**src/rtl/mips_bus_arbiter.sv**
```systemverilog
// Two-port round-robin arbiter sharing one Avalon-style memory bus between
// the instruction-fetch port and the load/store port of the MIPS bus CPU.
`timescale 1ns/1ps

module mips_bus_arbiter #(
  parameter int unsigned TIMEOUT_CYCLES = 1024
) (
  input  logic        clk,
  input  logic        reset,
  // instruction port
  input  logic [31:0] i_address,
  input  logic        i_read,
  output logic        i_waitrequest,
  output logic [31:0] i_readdata,
  // data port
  input  logic [31:0] d_address,
  input  logic        d_read,
  input  logic        d_write,
  input  logic [31:0] d_writedata,
  input  logic [3:0]  d_byteenable,
  output logic        d_waitrequest,
  output logic [31:0] d_readdata,
  // shared memory bus
  output logic [31:0] address,
  output logic        read,
  output logic        write,
  output logic [31:0] writedata,
  output logic [3:0]  byteenable,
  input  logic        waitrequest,
  input  logic [31:0] readdata,
  // sticky stall-timeout flag
  output logic        bus_timeout
);

  localparam int unsigned AW    = 32;
  localparam int unsigned DW    = 32;
  localparam int unsigned BEW   = 4;
  localparam int unsigned CNT_W = (TIMEOUT_CYCLES < 1) ? 1 : $clog2(TIMEOUT_CYCLES + 1);
  localparam logic [CNT_W-1:0] CNT_MAX = CNT_W'(TIMEOUT_CYCLES);

  localparam logic [2:0] IDLE   = 3'd0;
  localparam logic [2:0] BUS_I  = 3'd1;
  localparam logic [2:0] BUS_D  = 3'd2;
  localparam logic [2:0] DONE_I = 3'd3;
  localparam logic [2:0] DONE_D = 3'd4;

  localparam logic GRANT_I = 1'b0;
  localparam logic GRANT_D = 1'b1;

  logic [2:0]       state_q,      state_d;
  logic             last_grant_q, last_grant_d;
  logic [AW-1:0]    address_q,    address_d;
  logic             read_q,       read_d;
  logic             write_q,      write_d;
  logic [DW-1:0]    writedata_q,  writedata_d;
  logic [BEW-1:0]   byteenable_q, byteenable_d;
  logic [DW-1:0]    i_rdata_q,    i_rdata_d;
  logic [DW-1:0]    d_rdata_q,    d_rdata_d;
  logic             i_wait_q,     i_wait_d;
  logic             d_wait_q,     d_wait_d;
  logic [CNT_W-1:0] cnt_q,        cnt_d;
  logic             timeout_q,    timeout_d;

  logic i_pend;
  logic d_pend;

  assign i_pend = i_read;
  assign d_pend = d_read | d_write;

  // State and registered outputs
  always_ff @(posedge clk or posedge reset) begin
    if (reset) begin
      state_q      <= IDLE;
      last_grant_q <= GRANT_D;
      address_q    <= '0;
      read_q       <= 1'b0;
      write_q      <= 1'b0;
      writedata_q  <= '0;
      byteenable_q <= '0;
      i_rdata_q    <= '0;
      d_rdata_q    <= '0;
      i_wait_q     <= 1'b1;
      d_wait_q     <= 1'b1;
      cnt_q        <= '0;
      timeout_q    <= 1'b0;
    end else begin
      state_q      <= state_d;
      last_grant_q <= last_grant_d;
      address_q    <= address_d;
      read_q       <= read_d;
      write_q      <= write_d;
      writedata_q  <= writedata_d;
      byteenable_q <= byteenable_d;
      i_rdata_q    <= i_rdata_d;
      d_rdata_q    <= d_rdata_d;
      i_wait_q     <= i_wait_d;
      d_wait_q     <= d_wait_d;
      cnt_q        <= cnt_d;
      timeout_q    <= timeout_d;
    end
  end

  // Next-state: grant, bus hold, completion and stall watchdog
  always_comb begin
    state_d      = state_q;
    last_grant_d = last_grant_q;
    address_d    = address_q;
    read_d       = read_q;
    write_d      = write_q;
    writedata_d  = writedata_q;
    byteenable_d = byteenable_q;
    i_rdata_d    = i_rdata_q;
    d_rdata_d    = d_rdata_q;
    cnt_d        = cnt_q;
    timeout_d    = timeout_q;

    case (state_q)
      IDLE: begin
        if (i_pend && (!d_pend || (last_grant_q == GRANT_D))) begin
          state_d      = BUS_I;
          last_grant_d = GRANT_I;
          address_d    = i_address;
          read_d       = 1'b1;
          write_d      = 1'b0;
          writedata_d  = '0;
          byteenable_d = {BEW{1'b1}};
          cnt_d        = '0;
        end else if (d_pend) begin
          state_d      = BUS_D;
          last_grant_d = GRANT_D;
          address_d    = d_address;
          write_d      = d_write;
          read_d       = d_read & ~d_write;
          writedata_d  = d_writedata;
          byteenable_d = d_byteenable;
          cnt_d        = '0;
        end
      end
      BUS_I, BUS_D: begin
        if (!waitrequest) begin
          if (state_q == BUS_I) begin
            i_rdata_d = readdata;
            state_d   = DONE_I;
          end else begin
            if (read_q) d_rdata_d = readdata;
            state_d = DONE_D;
          end
          read_d  = 1'b0;
          write_d = 1'b0;
        end else begin
          if (cnt_q != CNT_MAX) cnt_d = cnt_q + CNT_W'(1);
          if (cnt_d == CNT_MAX) timeout_d = 1'b1;
        end
      end
      DONE_I, DONE_D: state_d = IDLE;
      default:        state_d = IDLE;
    endcase

    i_wait_d = (state_d != DONE_I);
    d_wait_d = (state_d != DONE_D);
  end

  assign address       = address_q;
  assign read          = read_q;
  assign write         = write_q;
  assign writedata     = writedata_q;
  assign byteenable    = byteenable_q;
  assign i_readdata    = i_rdata_q;
  assign d_readdata    = d_rdata_q;
  assign i_waitrequest = i_wait_q;
  assign d_waitrequest = d_wait_q;
  assign bus_timeout   = timeout_q;

endmodule

```
**config.mk**
```make
export PLATFORM = sky130hd
export DESIGN_NAME = mips_bus_arbiter
export DESIGN_NICKNAME = d
export VERILOG_FILES = /design/src/rtl/mips_bus_arbiter.sv
export SDC_FILE = /design/constraint.sdc
export NUM_CORES = 1
export LEC_CHECK = 0
export CAP_MARGIN = 20
export CORE_AREA = 5 5 129 131
export CTS_CLUSTER_SIZE = 30
export DETAILED_ROUTE_END_ITERATION = 10
export DIE_AREA = 0 0 134 136
export PLACE_DENSITY = 0.84
export SLEW_MARGIN = 15
export SYNTH_ARGS = -nofsm -noshare
export SYNTH_HDL_FRONTEND = slang
export SYNTH_SLANG_ARGS = --single-unit
```
**constraint.sdc**
```tcl
create_clock -name clk -period 7.65 [get_ports clk]
set_input_delay 1.9125 -clock clk [delete_from_list [all_inputs] [get_ports clk]]
set_output_delay 1.9125 -clock clk [all_outputs]
set_load 0.02 [all_outputs]
```
==> impl_metrics.csv <==
group,metric,value,unit
routing,drc,0,
layout,nets,896,
power,vdd_ir_drop_max,178,uV
global_route,grt_pass1_wl,28100,um
layout,mostFrequentLayoutCells,"clkdlybuf4s50_1, dfrtp_1, mux2_2",
critical_path,crit_path_start,"d_write",
routing,wl,17700,um
outcome,status,"completed",
critical_path,crit-reg2reg-launch,"state_q[2]",
die,die-area,0.0182,mm2
placement,dp_cells,928,
yosys,synthCells,491,
critical_path,critPathLaunchType,"input pin",
die,start_util,40.9,%
routing,firstDrtPassIters,4,
cts,cts_hold_buf,0,
yosys,syn_nets,631,
die,dieHeight,136,um
cts,cts_tree,"yes",
timing,tns,0,ps
placement,portBuffers,274,
critical_path,cp.required,7900,ps
cts,cts_buffer_depth,2,
layout,drive_gt1_share,14.7,%
yosys,synth_cell_type_count,46,
placement,placed_area,0.00915,mm2
placement,gp_congestion,0.824,
die,die_x,134,um
cts,cts_made_buffers,17,
timing,finalMaxSlewViolations,0,
timing,worstMarginPinSlew,855,ps
cts,root_buffer,"clkbuf_16",
timing,slew_headroom,42.8,%
timing,clock_skew,11.5,ps
yosys,seq_area_frac_synth,60.2,%
yosys,async_flop_share,100,%
timing,rsz0062_at_grt,"no",
critical_path,r2r_cells,3,
hold_path,min_path_cells,1,
critical_path,r2r_slack,5430,ps
global_route,grt_max_degree,90,
routing,routedWlPerCell,18.5,um
run,maxCapViolations,0,
cts,post_cts_resized,0,
layout,final_cells,961,
global_route,grt-ovfl-total,0,
placement,hpwl,13100,um
routing,drtAntennaViolNets,0,
critical_path,worstSetupEndpointType,"register",
critical_path,crit_path_max_fanout,87,
yosys,avgSynthCellArea,12.9,um2
critical_path,cp-endpoint,"address[22]",
timing,holdWs,476,ps
routing,vias,4955,
timing,hold_viol,0,
timing,timing.final.crit_share,49.7,%
yosys,yosys.area.top_type,"dfrtp_1",
timing,timing.fmax,263,MHz
yosys,yosysTopAreaCellShare,58.9,%
die,row_count,46,
cts,clock_sinks,152,
cts,h-tree-depth,4,
timing,finalSetupViolations,0,
global_route,track_usage,19.7,%
critical_path,worst-setup-path-type,"in2reg",
yosys,ys.flop_type,"dfrtp_1",
layout,final_common_cell,"clkdlybuf4s50_1",
layout,diodes,0,
yosys,synth-seq-cells,152,
critical_path,worstPathArrival,4050,ps
power,leakagePower,4.25,nW
global_route,grt_antenna_before_repair,1,
cts,clkTransAtPathRegs,60,ps
cts,clk_latency,420,ps
routing,avgViaCountPerCell,5.16,
cts,postCtsSetupBuffers,0,
power,power_density,429,mW/mm2
critical_path,max_stage_delay,660,ps
yosys,synth.area.top_cells,"dfrtp_1, mux2_2, mux2i_1, a22o_1, nand2_1",
critical_path,crit_slowest_cell,"buf_4",
yosys,synth_warnings,0,
timing,period_needed,3800,ps
hold_path,hp-class,"reg2reg",
layout,area_delta_synth_final,53.8,%
hold_path,holdCritStartpoint,"bus_timeout",
die,io_pins,275,
layout,fin_area,0.00973,mm2
critical_path,crit_chain,"clkdlybuf4s50_1, nor3_1, or4_2, buf_4, o21ai_0",
die,core_area,0.0155,mm2
routing,drt-initial-drc-count,257,
yosys,synth-edff-count,0,
yosys,synth_area,0.00633,mm2
global_route,grt_pass1_vias,5333,
critical_path,rr_endpoint,"writedata[11]",
layout,fill_cells,1174,
per-stage QoR:
stage	utilization, %	power, W	setup WS, ps
3_5_place_dp	59.1	0.00340	3380
4_1_cts	62.8	0.00421	3840
5_1_grt	62.9	0.00441	3710
2_1_floorplan	-	0.00247	1650
6_report	62.9	0.00418	3850
3_3_place_gp	59.1	0.00332	3510
worst min-delay path by stage:
stage | to | slack [ps]
after global placement | address[8] | 470
after detailed placement | bus_timeout | 470
after global routing | bus_timeout | 510
after CTS | bus_timeout | 490
after floorplan | last_grant_q | 440
final | bus_timeout | 480
registers in the layout, indices dropped and copies added, names as in the netlist:
signal / count
address: 32
bus_timeout: 1
byteenable: 4
cnt_q: 11
d_readdata: 32
d_waitrequest: 1
i_readdata: 32
i_waitrequest: 1
last_grant_q: 1
read: 1
state_q: 3
write: 1
writedata: 32
worst max-delay path: cells and delay by family:
family,cells,cell delay (ps)
and+or+nand+nor,2,730
buffers and inverters,2,1120
AOI/OAI and AO/OA,1,240
synth_stat cells (all sizes together), types with 6 or more instances:
library cell	n
clkbuf	6
nand2	45
nor2	10
nand3	7
buf	27
inv	7
mux2	64
a22o	36
dfrtp	149
mux2i	33
o21ai	47
cell type report:
| class | instances | area [um2] | share of cell area [%] |
|---|---|---|---|
| Clock buffer | 22 | 474 | 4.87 |
| Tap cell | 192 | 240 | 2.47 |
| Inverter | 7 | 31.3 | 0.321 |
| Sequential cell | 152 | 3810 | 39.1 |
| Multi-Input combinational cell | 299 | 2300 | 23.6 |
| Timing Repair Buffer | 279 | 2790 | 28.6 |
| Clock inverter | 10 | 93.8 | 0.964 |
power breakdown:
part           switching, W  internal, W
Combinational       0.00101     0.000986
Sequential         0.000214      0.00117
Clock              0.000323     0.000473
routing by layer:
metal  routed length, um  GRT usage, %  vias to the layer above
met5                  11             0                        -
met4                 484          7.89                        2
met3                1620          8.55                       42
met2                9000          33.1                      229
met1                6630          22.2                     2396
li1                    -             -                     2286
cells by family after synthesis:
| group | synth area share, % |
|---|---|
| AO/OA/AOI/OAI | 11.0 |
| XOR/XNOR | 0.692 |
| adder cells (fa/ha/maj) | 0.395 |
| buffers and inverters | 3.80 |
| flip-flops | 60.2 |
| multiplexers | 16.6 |
| AND/OR/NAND/NOR | 7.39 |
Power figures use the tool's default switching activity.
